**config.mk**
```make
export PLATFORM = sky130hd
export DESIGN_NAME = ts_bin_mapper
export DESIGN_NICKNAME = d
export VERILOG_FILES = /design/src/rtl/ts_bin_mapper.sv
export SDC_FILE = /design/constraint.sdc
export NUM_CORES = 1
export LEC_CHECK = 0
export ABC_AREA = 1
export CAP_MARGIN = 40
export CORE_UTILIZATION = 50
export DETAILED_ROUTE_END_ITERATION = 16
export PLACE_DENSITY_LB_ADDON = 0.08
export SLEW_MARGIN = 20
export SYNTH_ARGS = -nofsm -noshare
export SYNTH_HDL_FRONTEND = slang
export SYNTH_SLANG_ARGS = --single-unit
```
**constraint.sdc**
```tcl
create_clock -name clk -period 1.6 [get_ports clk]
set_clock_uncertainty 0.15 [all_clocks]
set_input_delay 0.32 -clock clk [delete_from_list [all_inputs] [get_ports clk]]
set_output_delay 0.32 -clock clk [all_outputs]
set_load 0.005 [all_outputs]
```
**src/rtl/ts_bin_mapper.sv**
```systemverilog
// Timestamp-to-bin mapper feeding the histogram builder: alternates coarse (CH)
// and fine (FH) passes, each framed to exactly FRAME_EVENTS emitted bin writes.
module ts_bin_mapper #(
  parameter int unsigned NB           = 5,
  parameter int unsigned CH_SHIFT     = 11,
  parameter int unsigned FH_SHIFT     = 6,
  parameter int unsigned FRAME_EVENTS = 13333200,
  parameter int unsigned EVT_W        = 24,
  localparam int unsigned TS_W        = CH_SHIFT + NB
) (
  input  logic            clk,
  input  logic            res,
  input  logic            en,
  input  logic            ts_valid,
  input  logic [TS_W-1:0] ts_data,
  output logic            ts_ready,
  input  logic [NB-1:0]   peak_ch,
  input  logic            peak_done,
  output logic            wrEn,
  output logic [NB-1:0]   addr,
  output logic            mode,
  output logic            frame_done,
  output logic [15:0]     drop_cnt
);

  typedef enum logic [1:0] {
    S_IDLE,
    S_CH_RUN,
    S_PEAK_WAIT,
    S_FH_RUN
  } state_e;

  localparam logic [EVT_W-1:0] FRAME_LAST = EVT_W'(FRAME_EVENTS);

  state_e            state_q, state_d;
  logic [EVT_W-1:0]  evt_cnt_q, evt_cnt_d;
  logic [TS_W-1:0]   base_q, base_d;
  logic              mode_q, mode_d;
  logic              wr_en_q, wr_en_d;
  logic [NB-1:0]     addr_q, addr_d;
  logic              frame_done_q, frame_done_d;
  logic [15:0]       drop_cnt_q, drop_cnt_d;

  logic              running;
  logic              frame_full;
  logic              accept;
  logic              in_window;
  logic [NB-1:0]     coarse_addr;
  logic [NB-1:0]     fine_addr;

  assign running     = (state_q == S_CH_RUN) || (state_q == S_FH_RUN);
  assign frame_full  = (evt_cnt_q == FRAME_LAST);
  assign ts_ready    = running && (evt_cnt_q < FRAME_LAST);
  assign accept      = ts_valid && ts_ready;
  assign coarse_addr = ts_data[TS_W-1:CH_SHIFT];
  assign in_window   = (coarse_addr == base_q[TS_W-1:CH_SHIFT]);
  // base has zero low bits, so the in-window offset always fits NB bits.
  assign fine_addr   = NB'((ts_data - base_q) >> FH_SHIFT);

  always_comb begin
    // NOTE: every next-state signal gets its hold value first so no path infers a latch.
    state_d      = state_q;
    evt_cnt_d    = evt_cnt_q;
    base_d       = base_q;
    mode_d       = mode_q;
    addr_d       = addr_q;
    drop_cnt_d   = drop_cnt_q;
    wr_en_d      = 1'b0;
    frame_done_d = 1'b0;

    case (state_q)
      S_IDLE: begin
        if (en) state_d = S_CH_RUN;
      end
      S_CH_RUN: begin
        if (frame_full) begin
          state_d   = S_PEAK_WAIT;
          evt_cnt_d = '0;
        end else if (accept) begin
          wr_en_d   = 1'b1;
          addr_d    = coarse_addr;
          evt_cnt_d = evt_cnt_q + EVT_W'(1);
        end
      end
      S_PEAK_WAIT: begin
        if (peak_done) begin
          state_d   = S_FH_RUN;
          base_d    = {peak_ch, {CH_SHIFT{1'b0}}};
          mode_d    = 1'b1;
          evt_cnt_d = '0;
        end
      end
      S_FH_RUN: begin
        if (frame_full) begin
          state_d      = en ? S_CH_RUN : S_IDLE;
          evt_cnt_d    = '0;
          mode_d       = 1'b0;
          frame_done_d = 1'b1;
        end else if (accept) begin
          if (in_window) begin
            wr_en_d   = 1'b1;
            addr_d    = fine_addr;
            evt_cnt_d = evt_cnt_q + EVT_W'(1);
          end else if (drop_cnt_q != 16'hFFFF) begin
            drop_cnt_d = drop_cnt_q + 16'd1;
          end
        end
      end
      default: state_d = S_IDLE;
    endcase
  end

  // NOTE: state registers use non-blocking assignments so all flops update together at the edge.
  always_ff @(posedge clk or negedge res) begin
    if (!res) begin
      state_q      <= S_IDLE;
      evt_cnt_q    <= '0;
      base_q       <= '0;
      mode_q       <= 1'b0;
      wr_en_q      <= 1'b0;
      addr_q       <= '0;
      frame_done_q <= 1'b0;
      drop_cnt_q   <= '0;
    end else begin
      state_q      <= state_d;
      evt_cnt_q    <= evt_cnt_d;
      base_q       <= base_d;
      mode_q       <= mode_d;
      wr_en_q      <= wr_en_d;
      addr_q       <= addr_d;
      frame_done_q <= frame_done_d;
      drop_cnt_q   <= drop_cnt_d;
    end
  end

  assign wrEn       = wr_en_q;
  assign addr       = addr_q;
  assign mode       = mode_q;
  assign frame_done = frame_done_q;
  assign drop_cnt   = drop_cnt_q;

endmodule

```
# Word-level counts from Yosys, hierarchy flattened
# Index checks and enable logic that the tools add are counted.
# word_totals
regBits	55
inputBits	26
out_inout_bits	25
elab_cells	75
# classes
n_addsub	3
n_lt_le_gt_ge	1
n_eq_ne	18
mux	30
n_bitwise	2
n_reduce_logical	13
# ops
op	n
2-to-1 mux 24 bit	6
case mux 24 bit (3 select lines)	1
2-to-1 mux 5 bit	5
adder 24 x 1 -> 24 bit (second input constant)	1
== test 24 bit (second input constant)	1
less-than comparator 24 bit (second input constant)	1
inequality test 2 bit (second input constant)	9
adder 16 x 1 -> 16 bit (second input constant)	1
inequality test 16 bit (second input constant)	1
subtractor 11 x 1 -> 11 bit (second input constant)	1
2-to-1 mux 1 bit	10
case mux 5 bit (2 select lines)	1
AND reduction 5 bit	2
inequality test 3 bit (second input constant)	3
2-to-1 mux 2 bit	4
case mux 2 bit (4 select lines)	1
AND reduction 6 bit	1
== test 5 bit	1
== test 2 bit (second input constant)	2
case mux 1 bit (2 select lines)	2
AND reduction 4 bit	1
nonzero test 2 bit	2
AND reduction 3 bit	1
nonzero test 3 bit	1
6 further kinds	8

# Longest topological paths before layout
# Gate-level depths: netlist (run 1).
# depth
depth_word	7
ltp_mapped	14
mapped_depth_nobuf	13

# Worst setup path after synthesis (run 1)
# OpenSTA, ideal clock, no wires.
# synth_path
kind	register to register
from	reg drop_cnt_q[0] (netlist: drop_cnt[0])
to	reg drop_cnt_q[6] (netlist: drop_cnt[6])
setup_ns	0.117
t_arrival_ns	1.569
required_time_ns	1.333
setup_slack_ns	-0.236
stages_incl_launch_ff	8
path_buffers	1
period_less_slack_ns	1.836
cell_sequence	dfrtp_1 ha_1 nand3_2 nor2_1 nand4_2 clkbuf_1 nand3_1 nand2_1
# synth_between
elab_chain_len	2
elab_cells_between_ends	3
cone_classes	1 x add/sub; 1 x eq/ne; 1 x reduce/logical
# synth_lines
element	line	source
start, declared	42	logic [15:0] drop_cnt_q, drop_cnt_d;
start signal, assigned	132	drop_cnt_q <= drop_cnt_d;
branches (longest 2 deep; another with adder 16 x 1 -> 16 bit)	n/a	
# Parallel ways; which one is timed is not known.
# A chain may end at the register's enable or synchronous reset.

# Worst setup path after layout (run 1)
# layout_path
from	reg evt_cnt_q[19]
to	reg evt_cnt_q[11]
# layout_between
elab_chain_len	5
elab_cells_between_ends	11
cone_classes	1 x order compare; 4 x eq/ne; 3 x mux; 3 x reduce/logical
# layout_lines
element	line	source
start, declared	36	logic [EVT_W-1:0] evt_cnt_q, evt_cnt_d;
start signal, assigned	126	evt_cnt_q <= evt_cnt_d;
less-than comparator 24 bit	53	assign ts_ready = running && (evt_cnt_q < FRAME_LAST);
logical AND 1 bit	53	
logical AND 1 bit	54	assign accept = ts_valid && ts_ready;
inequality test 3 bit (no source line)	n/a	
AND reduction 5 bit (no source line)	n/a	
# Several ways; a longest one is shown, not always the timed one.

==> impl_metrics.env, run 1 <==
export IMPL_synth_most_common_cell="nand2_1"
export IMPL_async_flop_share_pct=100
export IMPL_clkTransAtPathRegs_ns=0.12
export IMPL_ant_nets=0
export IMPL_die_w_um=89.3
export IMPL_met2_usage_pct=52.5
export IMPL_critPathArrivalTime_ns=2.18
export IMPL_dieArea_mm2=0.00797
export IMPL_routed_via_density=5.50
export IMPL_initial_core_util_pct=52.2
export IMPL_synthTopCellsByCount="nand2_1 (202), nor2_1 (90), nand3_1 (68), dfrtp_1 (55), inv_1 (51)"
export IMPL_tightestPinTransition_ns=0.346
export IMPL_use_met3_pct=5.08
export IMPL_status="finished, violations left"
export IMPL_fmax_mhz=470
export IMPL_drtIter0Drc=385
export IMPL_hpwl_um=7780
export IMPL_grt_start_max_net_pins=32
export IMPL_hold_path_class="input port to async pin"
export IMPL_yosysTopAreaCellShare_pct=36.1
export IMPL_grt_setup_unrepaired="true"
export IMPL_antenna_found_initial=0
export IMPL_failed_checks="setup timing"
export IMPL_clockPowerShare_pct=10.4
export IMPL_finalHoldViolCount=0
export IMPL_cts_tree="yes"
export IMPL_synth_area_per_cell_um2=6.74
export IMPL_synth_top_flop_cell="dfrtp_1"
export IMPL_core_area_mm2=0.00729
export IMPL_clock_latency_ns=0.33
export IMPL_synthTopCellsByArea="dfrtp_1 (36%), nand2_1 (20%), nand3_1 (8.9%)"
export IMPL_pin_count=51
export IMPL_clock_path_buffers=2
export IMPL_grt_pass1_vias=4152
export IMPL_comb_power_share_pct=66.9
export IMPL_r2r_slack_ns=-0.53
export IMPL_reg2reg_to="evt_cnt_q[11]"
export IMPL_switching_share_pct=43.0
export IMPL_syn_instance_count=565
export IMPL_routed_wl_um=14000
export IMPL_p_sw_uw=3430
export IMPL_synth_area_leader_cell="dfrtp_1"
export IMPL_finalSetupViolCount=51
export IMPL_grt_remaining_overflow=0
export IMPL_wl_per_cell_um=16.4
export IMPL_intPower_uw=4550
export IMPL_cap_viol_max_count=0
export IMPL_synth_cell_types=32
export IMPL_p_seq_share_pct=22.7
export IMPL_dieHeight_um=89.3
export IMPL_io_buffer_count=44
export IMPL_top_usage_layer="met2"
export IMPL_r2r_cells=13
export IMPL_htree_levels=2
export IMPL_cts_buffers=5
export IMPL_syn_nets=599
export IMPL_startpoint_type="flip-flop"
export IMPL_vdd_drop_max_mv=1.07
export IMPL_slew_headroom_pct=76.7
export IMPL_reg2reg_from="evt_cnt_q[19]"
export IMPL_leakagePower_uw=0.00310
export IMPL_required_ns=1.65
export IMPL_grtUsageTotal_pct=31.5
export IMPL_route_vias_total=4698
export IMPL_syn_area_mm2=0.00381
export IMPL_grt_pass1_wl_um=19300
export IMPL_fillers=429
export IMPL_gp_congestion=0.917
export IMPL_power_density_mw_per_mm2=1290
export IMPL_drc=0
export IMPL_drive_gt1_share_pct=36.4
export IMPL_synth_enable_flop_cells=0
export IMPL_worstSetupEndpointType="flip-flop"
export IMPL_crit_type="flip-flop to flip-flop"
export IMPL_nets=788
export IMPL_root_buffer="clkbuf_8"
export IMPL_numClockSinks=55
export IMPL_ys_seq_area_share_pct=36.1
export IMPL_use_met1_pct=40.9
export IMPL_min_period_over_period_pct=133
export IMPL_area_growth_pct=62.5
export IMPL_first_pass_iters=5
export IMPL_antenna_cells_inserted=0
export IMPL_ys_ff_latch=55
export IMPL_crit_fanout=6
export IMPL_fp_row_count=31
export IMPL_worst_slack_ns=-0.528
export IMPL_hold_worst_slack_ns=0.349
export IMPL_fin_setup_tns_ns=-20.74
export IMPL_ys_warn_count=0
export IMPL_fin_crit_ns=2.13
export IMPL_slew_viol_final=0
area by class of cell:
cell class                 instances  area, um2  share of cell area (%)
clock inverter                     2       13.8                   0.222
sequential                        55       1380                    22.3
tap                               99        124                    2.00
inverter                          57        225                    3.64
clock buffer                       6       72.6                    1.17
multi-input combinational        443       2560                    41.4
timing repair buffer             192       1810                    29.2
cells in the final DEF (no fill, tap or decap), types with 5 or more instances in the layout:
master,instances
nand2_1,163
buf_4,112
nor2_1,78
dfrtp_1,49
inv_1,48
nand3_1,44
nand2_2,35
nand3_2,22
buf_6,22
clkdlybuf4s50_1,18
dlygate4sd2_1,16
xor2_1,15
buf_12,11
nor2_2,8
nor2_4,8
nor3_1,8
clkdlybuf4s15_1,8
xnor2_1,7
nand3_4,7
nand2_4,7
dfrtp_2,6
inv_2,5
o21ai_1,5
ha_1,5
clkbuf_8,5
power by group through the flow:
stage | sequential [uW] | combinational [uW] | clock (uW)
2_1_floorplan | 1840 | 1840 | 0
3_5_place_dp | 1830 | 3460 | 0
5_1_grt | 1840 | 5600 | 908
3_3_place_gp | 1820 | 3370 | 0
6_report | 1810 | 5340 | 827
4_1_cts | 1780 | 4630 | 821
logic make-up (layout without fill, tap and decap cells):
| kind of cell | Yosys count | after routing | synth area share [%] |
|---|---|---|---|
| AO/OA/AOI/OAI | 20 | 20 | 2.92 |
| XOR/XNOR | 22 | 22 | 5.06 |
| adder cells (fa/ha/maj) | 8 | 8 | 2.63 |
| buffers and inverters | 69 | 257 | 8.11 |
| flip-flops | 55 | 55 | 36.1 |
| multiplexers | 2 | 2 | 0.591 |
| AND/OR/NAND/NOR | 389 | 391 | 44.6 |
repair_timing:
item,4_1_cts,5_1_grt
endpoints found under the setup margin,80,64
gates resized for setup,73,102
pin swaps,15,53
cloned,5,0
endpoints found under the hold margin,55,0
hold buffers,1,0
buffers inserted,31,10
state kept, by name (all words and copies together), names as in the netlist:
name        cells
base_q          5
mode            1
frame_done      1
state_q         2
evt_cnt_q      24
wrEn            1
drop_cnt       16
addr            5
worst max-delay path by stage:
stage	startpoint	endpoint
after floorplan	evt_cnt_q[0]	evt_cnt_q[18]
after global placement	ts_data[12]	drop_cnt[15]
after detailed placement	ts_data[12]	drop_cnt[13]
after CTS	state_q[1]	ts_ready
after global routing	evt_cnt_q[5]	evt_cnt_q[16]
final	evt_cnt_q[19]	evt_cnt_q[11]
critical path: stages, from the launching register on:
cell and delay, ns:
dfrtp_1 0.44, inv_2 0.07, nor2_2 0.13, nand2_2 0.08, nor2_4 0.19, buf_6 0.14, nand3_4 0.10, o21ai_4 0.09
inv_2 0.08, nand2_8 0.12, buf_4 0.14, nand2_4 0.10, nand2_1 0.09, nand2_1 0.08
stage by stage:
stage	std cells	worst slack [ns]	power [uW]	instance area, um2	util (%)
after global placement	806	-0.509	5200	5240	71.8
after global routing	854	-0.690	8350	6190	84.9
final	854	-0.528	7970	6190	84.9
after floorplan	565	-0.185	3680	3860	-
after detailed placement	806	-0.570	5300	5240	71.8
after CTS	848	-0.401	7230	5840	80.0
metal layers:
metal | vias up | share of wire [%]
met2 | 292 | 49
met5 | - | 0
met1 | 2183 | 38
met4 | 0 | 4.1
met3 | 78 | 9.3
li1 | 2145 | -
No activity file was read; power rests on OpenSTA's default activity.
==> inputs of run 2 (changes only) <==
TNS_END_PERCENT = 10   (was not set)
==> run 2 against run 1 <==
Against the previous run:
- largest cell class unchanged
- critical endpoint is now drop_cnt[3]
- global-route usage shrank 0.17 points
- total power shrank 6.6%
- the run still ends with setup timing left
- core utilization is 3.4 points lower
- non-clock buffer count is 7 lower
==> impl_metrics.env, run 2 (synthesis gave the netlist of run 1 again) <==
export IMPL_status="finished, violations left"
export IMPL_failed_checks="setup timing"
export IMPL_tightestPinTransition_ns=0.378
export IMPL_cpPeakStageDelay_ns=0.42
export IMPL_drive_gt1_share_pct=31.4
export IMPL_area_growth_pct=56.0
export IMPL_regMostFlops="evt_cnt_q"
export IMPL_dieHeight_um=89.3
export IMPL_htree_levels=2
export IMPL_min_period_over_period_pct=130
export IMPL_root_buffer="clkbuf_8"
export IMPL_finalSetupViolCount=53
export IMPL_io_buffer_count=44
export IMPL_finalHoldViolCount=0
export IMPL_antenna_found_initial=0
export IMPL_dp_slack_ns=-0.620
export IMPL_met2_usage_pct=51.5
export IMPL_grtUsageTotal_pct=31.3
export IMPL_fp_row_count=31
export IMPL_startpoint_type="flip-flop"
export IMPL_clock_path_buffers=2
export IMPL_core_area_mm2=0.00729
export IMPL_gp_congestion=0.942
export IMPL_die_w_um=89.3
export IMPL_cap_viol_max_count=0
export IMPL_numClockSinks=55
export IMPL_use_met3_pct=5.72
export IMPL_fin_crit_ns=2.08
export IMPL_largest_reg_flops=24
export IMPL_initial_core_util_pct=52.2
export IMPL_antenna_cells_inserted=0
export IMPL_grt_start_max_net_pins=23
export IMPL_leakagePower_uw=0.00304
export IMPL_drtIter0Drc=303
export IMPL_cts_buffers=5
export IMPL_slew_headroom_pct=74.6
export IMPL_multi_input_area_mm2=0.00243
export IMPL_wl_per_cell_um=14.8
export IMPL_grt_pass1_vias=4122
export IMPL_worstSetupEndpointType="flip-flop"
export IMPL_hold_path_class="input port to async pin"
export IMPL_cts_tree="yes"
export IMPL_required_ns=1.67
export IMPL_fillers=513
export IMPL_utilization_pct=81.5
export IMPL_final_common_cell="nand2_1"
export IMPL_grt_pass1_wl_um=18900
export IMPL_cp_cell_sequence="buf_4, nand2_2, nor2_1, nand2_1, nand2_2, nand2_2, nand3_2, buf_4, buf_4, nor2_4, nand3_4, clkbuf_16, nand2_1, nand2_1"
export IMPL_grt_setup_unrepaired="true"
export IMPL_nets=782
export IMPL_power_density_mw_per_mm2=1250
export IMPL_routed_via_density=5.18
export IMPL_clock_latency_ns=0.33
export IMPL_final_cell_mix="nand2_1 (188), buf_4 (112), nor2_1 (80), dfrtp_1 (51), nand3_1 (49)"
export IMPL_slew_viol_final=0
export IMPL_routed_wl_um=12500
export IMPL_grt_remaining_overflow=0
export IMPL_ant_nets=0
export IMPL_hpwl_um=7990
export IMPL_vdd_drop_max_mv=1.31
export IMPL_pin_count=51
export IMPL_use_met1_pct=40.5
export IMPL_crit_type="flip-flop to flip-flop"
export IMPL_clkTransAtPathRegs_ns=0.11
export IMPL_drc=0
export IMPL_route_vias_total=4396
export IMPL_seq_area_mm2=0.00138
export IMPL_top_usage_layer="met2"
export IMPL_crit_fanout=7
export IMPL_fmax_mhz=480
export IMPL_first_pass_iters=5
export IMPL_worst_slack_ns=-0.482
export IMPL_critPathSlowestCell="dfrtp_1"
export IMPL_critPathArrivalTime_ns=2.16
export IMPL_dieArea_mm2=0.00797
## run 2: cell count changes in the layout (fill, tap and decap cells not counted), moves of 4 or more
cell,previous run,this run
nand2_1,163,188
nand3_1,44,49
o21ai_1,5,0
o21ai_0,4,12
buf_12,11,7
nor2_4,8,4
nand2_2,35,13
## run 2: layer usage
layer | vias to the layer above | share of wire (%)
met3 | 35 | 6.9
met1 | 2049 | 41
li1 | 2131 | -
met5 | - | 0
met4 | 0 | 2.7
met2 | 181 | 50
## run 2: area by class of cell
| cell class | instances | area share [%] |
|---|---|---|
| clock buffer | 5 | 1.16 |
| multi-input combinational | 444 | 40.8 |
| timing repair buffer | 185 | 28.1 |
| clock inverter | 3 | 0.737 |
| tap | 99 | 2.08 |
| sequential | 55 | 23.2 |
| inverter | 57 | 3.85 |
## run 2: stage by stage
stage	TNS [ns]	std cells	hold slack (ns)	instance area [um2]	power [uW]
3_3_place_gp	-21.33	812	0.0573	5250	5130
4_1_cts	-17.28	838	0.233	5630	6670
2_1_floorplan	-5.89	565	-0.126	3850	3680
6_report	-19.84	848	0.234	5940	7440
3_5_place_dp	-23.50	812	0.0549	5250	5240
5_1_grt	-25.00	848	0.260	5940	7830
## run 2: worst paths after layout
check / startpoint / to / slack, ns / cells past startpoint
max: evt_cnt_q[12] / drop_cnt[3] / -0.48 / 14
min: res / evt_cnt_q[18] / 0.23 / 2
max reg2reg: evt_cnt_q[12] / drop_cnt[3] / -0.48 / 14
min reg2reg: addr[1] / addr[1] / 0.38 / 2
max in group asynchronous: res / drop_cnt[15] / 0.58 / 3
min in group clk: addr[1] / addr[1] / 0.38 / 2
## run 2: where the power goes
part | internal [uW] | switching (uW)
Clock | 468 | 519
Sequential | 1630 | 183
Combinational | 2180 | 2470
Total | 4280 | 3170
## run 2: critical path, delay by kind of cell, from the launching register on
family,cells,cell delay [ns]
DFF,1,0.42
buffers and inverters,4,0.61
and+or+nand+nor,10,0.81
## run 2: timing repair
action / CTS / global route
setup endpoints to repair: 79 / 63
endpoints found under the hold margin: 28 / 0
hold buffers: 1 / 0
pin swaps: 15 / 40
gates resized for setup: 66 / 59
gates cloned: 2 / 4
setup buffers: 15 / 8
==> inputs of run 3 (changes only) <==
clock period = 1.7 ns   (was 1.6 ns; I/O delays follow)
==> run 3 against run 2 <==
Against the previous run:
- the flow still finishes with violations (setup timing)
- count of clock-buffer cells in the layout increased by 1
- total power down 16%
- sequential cell count unchanged
- die area unchanged
- non-clock buffer count decreased by 31
- register-to-register slack improved by 0.23 ns
- global-route usage shrank 4.5 points
- critical path depth is 6 lower
- combinational power shrank 19%
==> impl_metrics.env, run 3 (synthesis gave the netlist of run 1 again) <==
export IMPL_status="finished, violations left"
export IMPL_failed_checks="setup timing"
export IMPL_clock_latency_ns=0.32
export IMPL_critPathArrivalTime_ns=1.50
export IMPL_gp_congestion=0.959
export IMPL_drive_gt1_share_pct=25.2
export IMPL_cp_cell_sequence="inv_1, nor2_1, nand2_1, nor2_4, nand3_2, nand3_2, inv_2, buf_6"
export IMPL_crit_path_start="evt_cnt_q[12]"
export IMPL_slew_headroom_pct=78.3
export IMPL_root_buffer="clkbuf_8"
export IMPL_grt_pass1_vias=3695
export IMPL_min_period_over_period_pct=117
export IMPL_critPathSlowestCell="dfrtp_1"
export IMPL_tightestPinTransition_ns=0.323
export IMPL_finalSetupViolCount=49
export IMPL_dp_slack_ns=-0.470
export IMPL_first_pass_iters=6
export IMPL_worstSetupEndpointType="primary output"
export IMPL_required_ns=1.21
export IMPL_grtUsageTotal_pct=26.7
export IMPL_htree_levels=2
export IMPL_dp_cells=793
export IMPL_cap_viol_max_count=0
export IMPL_worst_path_most_repeated_cell="nand3_2"
export IMPL_grt_pass1_wl_um=16600
export IMPL_leakagePower_uw=0.00288
export IMPL_fmax_mhz=502
export IMPL_placed_cell_area_mm2=0.00510
export IMPL_regMostFlops="evt_cnt_q"
export IMPL_finalHoldViolCount=0
export IMPL_grt_remaining_overflow=0
export IMPL_grt_setup_unrepaired="true"
export IMPL_reg2reg_from="evt_cnt_q[12]"
export IMPL_antenna_cells_inserted=0
export IMPL_core_area_mm2=0.00729
export IMPL_use_met3_pct=3.88
export IMPL_drtIter0Drc=295
export IMPL_routed_via_density=5.06
export IMPL_met2_usage_pct=45.6
export IMPL_dieArea_mm2=0.00797
export IMPL_use_met1_pct=36.5
export IMPL_clkTransAtPathRegs_ns=0.11
export IMPL_die_w_um=89.3
export IMPL_fp_row_count=31
export IMPL_antenna_found_initial=0
export IMPL_hold_path_class="input port to async pin"
export IMPL_initial_core_util_pct=52.2
export IMPL_design_area_mm2=0.00552
export IMPL_crit_fanout=4
export IMPL_final_cell_count_no_fill=816
export IMPL_final_common_cell="nand2_1"
export IMPL_utilization_pct=75.6
export IMPL_nets=750
export IMPL_wl_per_cell_um=12.9
export IMPL_numClockSinks=55
export IMPL_vdd_drop_max_mv=1.05
export IMPL_startpoint_type="flip-flop"
export IMPL_power_density_mw_per_mm2=1130
export IMPL_worst_slack_ns=-0.292
export IMPL_ant_nets=0
export IMPL_top_usage_layer="met2"
export IMPL_cpPeakStageDelay_ns=0.41
export IMPL_cts_tree="yes"
export IMPL_hpwl_um=7650
export IMPL_grt_start_max_net_pins=25
export IMPL_clock_path_buffers=2
export IMPL_drc=0
export IMPL_fin_crit_ns=1.99
export IMPL_final_cell_mix="nand2_1 (192), buf_4 (94), nor2_1 (81), nand3_1 (65), dfrtp_1 (50)"
export IMPL_routed_wl_um=10600
export IMPL_largest_reg_flops=24
export IMPL_dieHeight_um=89.3
export IMPL_route_vias_total=4125
export IMPL_area_growth_pct=44.8
export IMPL_io_buffer_count=44
export IMPL_slew_viol_final=0
export IMPL_crit_type="flip-flop to primary output"
export IMPL_cts_buffers=5
export IMPL_pin_count=51
## run 3: changes by cell type in the layout (fill, tap and decap cells not counted), sizes merged
cell,delta
clkdlybuf4s15,-5
inv,+1
clkdlybuf4s50,+2
nand2,-1
buf,-29
dlymetal6s2s,+6
bufinv,-1
clkbuf,-4
clkinv,-1
## run 3: cell type report
cell class,instances,area (um2)
multi-input cells,443,2310
fillers,598,1780
flip-flops and latches,55,1380
repair buffers,154,1380
inverters,57,226
well taps,99,124
clock buffers,6,72.6
clock inverters,2,17.5
## run 3: timing repair
action / CTS / global route
pin swaps: 8 / 15
gates resized for setup: 41 / 43
endpoints found under the hold margin: 55 / 0
cloned: 0 / 3
buffers inserted: 9 / 2
setup endpoints to repair: 69 / 61
hold buffers: 1 / 0
## run 3: path summary, 6_finish.rpt
check / endpoint / slack, ns / cells past startpoint
worst min register to register: addr[4] / 0.34 / 2
worst max-delay path: ts_ready / -0.29 / 8
worst max register to register: evt_cnt_q[5] / -0.25 / 11
max in group asynchronous: drop_cnt[3] / 0.70 / 3
worst min-delay path: evt_cnt_q[18] / 0.22 / 2
min in group clk: addr[4] / 0.34 / 2
## run 3: power breakdown
part / internal, uW / total, uW / switching, uW / leakage (uW)
clock: 298 / 773 / 475 / 0.0000454
sequential: 1530 / 1700 / 164 / 0.000728
combinational: 1750 / 3770 / 2020 / 0.00211
## run 3: per-stage QoR
| step | total power [uW] | hold WS (ns) | TNS (ns) |
|---|---|---|---|
| 2_1_floorplan | 3460 | -0.106 | -2.14 |
| 3_3_place_gp | 4730 | 0.0313 | -16.81 |
| 3_5_place_dp | 4810 | 0.0348 | -19.24 |
| 4_1_cts | 5680 | 0.214 | -7.57 |
| 5_1_grt | 6620 | 0.240 | -13.92 |
| 6_report | 6240 | 0.215 | -8.76 |
## run 3: routing by layer
metal | wire length (um) | vias up
met4 | 118 | 0
met1 | 4610 | 1891
met3 | 715 | 12
li1 | - | 2074
met5 | 0 | -
met2 | 5120 | 148
## run 3: worst max-delay path: cells and delay by family, from the launching register on
family        cells  cell delay (ns)
buf+inv           3             0.22
flops             1             0.41
simple gates      5             0.53
==> edit: new RTL, settings of run 2 <==
`addr_q` no longer has a reset.
--- a/src/rtl/ts_bin_mapper.sv
+++ b/src/rtl/ts_bin_mapper.sv
@@ -119,5 +119,4 @@
       mode_q       <= 1'b0;
       wr_en_q      <= 1'b0;
-      addr_q       <= '0;
       frame_done_q <= 1'b0;
       drop_cnt_q   <= '0;
@@ -128,8 +127,11 @@
       mode_q       <= mode_d;
       wr_en_q      <= wr_en_d;
-      addr_q       <= addr_d;
       frame_done_q <= frame_done_d;
       drop_cnt_q   <= drop_cnt_d;
     end
+  end
+
+  always_ff @(posedge clk) begin
+    addr_q <= addr_d;
   end
 
Behaviour: not the same (Yosys sat finds a counterexample within 4 cycles, from zero or initial values; the reset may be asserted at any time).
==> edit against run 2 <==
- synthesized area is 1.3% lower
- cell count decreased by 4.4%
- largest power group unchanged
- routed wire length is 3.0% lower
- global-route usage down 2.0 points
- the run still ends with negative setup slack left
- power down 6.5%
- cell area decreased by 4.9%
- worst setup slack improved by 0.096 ns
- first-iteration DRC count shrank 3.0%
- sequential cell count stayed put
==> edit: results (changes against run 2) <==
- Fin Setup TNS: -14.60 ns (+5.24 ns)
- Routed via count: 4272 (-2.8%)
- Filler cells: 519 (+1.2%)
- Slew headroom: 0.763 (+0.0175)
- Failing checks: negative setup slack
- Post-synth EDFFs: 5 (+5)
- First-iteration detailed-routing DRC count: 294 (-3.0%)
- Cell taking the most area after synthesis: dfrtp_1
- Met3 usage in global routing: 0.0466 (-0.0106)
- WP data arrival: 1.52 ns (-0.64 ns)
- Routed WL: 12100 um (-3.0%)
- Commonest cells in the netlist: 196 x nand2_1, 84 x nor2_1, 69 x nand3_1, 51 x inv_1, 50 x dfrtp_1
- Met1 usage: 0.341 (-0.0641)
- CP Max Fanout: 2 (-5)
- Outcome: finished, violations left
- Synth cell types: 34 (+6.3%)
- Gr usage total: 0.293 (-0.0199)
- GRT met2 Usage: 0.534 (+0.0193)
- Max VDD drop: 0.754 mV (-43%)
- Worst Setup Slack, final: -0.386 ns (+0.0959 ns)
- Async SR Flop Fraction: 0.909 (-0.0909)
- Syn_nets: 588 (-1.8%)
- Largest net degree at the start of global routing: 25 (+8.7%)
- Proportion of layout cells with a drive suffix above 1: 0.282 (-0.0314)
- Synth Area in Adders: 0.0266 (+0.000350)
- Final Setup Violations: 56 (+5.7%)
- Mux cell area share after synthesis: 0.00599 (+0.0000787)
- GPL Wtd Cong: 0.874 (-7.3%)
- Vias in the first global route: 4012 (-2.7%)
- Global-route wire length before repair: 17800 um (-6.1%)
- Synth Area in Compound Gates: 0.0273 (-0.00194)
- Leak pwr: 2.80 nW (-8.1%)
- Seq/Total Area, Yosys: 0.373 (+0.0115)
## edit: cell count changes in the layout (fill, tap and decap cells not counted), sizes merged, moves of 4 or more
| cell | before | now |
|---|---|---|
| edfxtp | 0 | 5 |
| o21ai | 13 | 9 |
| clkinv | 5 | 1 |
| nand2 | 209 | 204 |
| buf | 139 | 114 |
| dfrtp | 55 | 50 |
| nor2 | 94 | 88 |
## edit: final timing paths
path                          startpoint       endpoint  slack (ns)  depth (start not counted)
max                        evt_cnt_q[10]       ts_ready       -0.39                          7
min                                  res     base_q[15]        0.27                          2
max reg2reg                   state_q[1]  evt_cnt_q[22]       -0.36                         12
min reg2reg                   base_q[11]     base_q[11]        0.39                          1
max in group asynchronous            res     state_q[0]        0.49                          3
min in group clk              base_q[11]     base_q[11]        0.39                          1
## edit: cell type report
cell class | count | area, um^2 | share of cell area
timing repair buffer | 160 | 1430 | 0.254
multi-input combinational | 432 | 2320 | 0.412
clock buffer | 6 | 72.6 | 0.0128
inverter | 57 | 229 | 0.0405
clock inverter | 2 | 60.1 | 0.0106
tap | 99 | 124 | 0.0219
sequential | 55 | 1410 | 0.249
## edit: critical path: stages, from the launching register on
cell and delay [ns]:
dfrtp_1 0.41, nor2_2 0.17, nand2_2 0.09, nor2_4 0.17
nand3_4 0.12, nand2_2 0.09, nor2_2 0.04, buf_2 0.11
## edit: cell families (layout without fill, tap and decap cells)
family | Yosys count | count (layout)
flip-flops | 55 | 55
buffers and inverters | 69 | 225
multiplexers | 2 | 2
adder cells (fa/ha/maj) | 8 | 8
XOR/XNOR | 21 | 21
AND/OR/NAND/NOR | 380 | 382
AO/OA/AOI/OAI | 19 | 19
## edit: stage by stage
step / utilization / setup WS (ns) / instances / hold WS (ns)
5_1_grt: 0.779 / -0.458 / 811 / 0.309
4_1_cts: 0.735 / -0.339 / 805 / 0.264
3_5_place_dp: 0.704 / -0.659 / 789 / 0.0752
6_report: 0.779 / -0.386 / 811 / 0.268
3_3_place_gp: 0.704 / -0.560 / 789 / 0.0765
2_1_floorplan: - / -0.151 / 554 / -0.126
## edit: repair_timing
item | 4_1_cts | 5_1_grt
hold endpoints to repair | 10 | 0
resized for setup | 48 | 67
setup buffers | 7 | 1
setup endpoints to repair | 79 | 64
pin swaps | 10 | 32
hold buffers | 1 | 0
gates cloned | 0 | 6
## edit: per-layer routing
layer,vias to the layer above,wire length (um)
li1,2052,-
met1,2011,4740
met2,164,6370
met3,45,630
met4,0,402
met5,-,0
## edit: power by group
group / internal (mW) / leakage [nW] / switching, mW
registers: 1.65 / 0.714 / 0.156
clock network: 0.626 / 0.0654 / 0.490
logic: 1.79 / 2.02 / 2.26
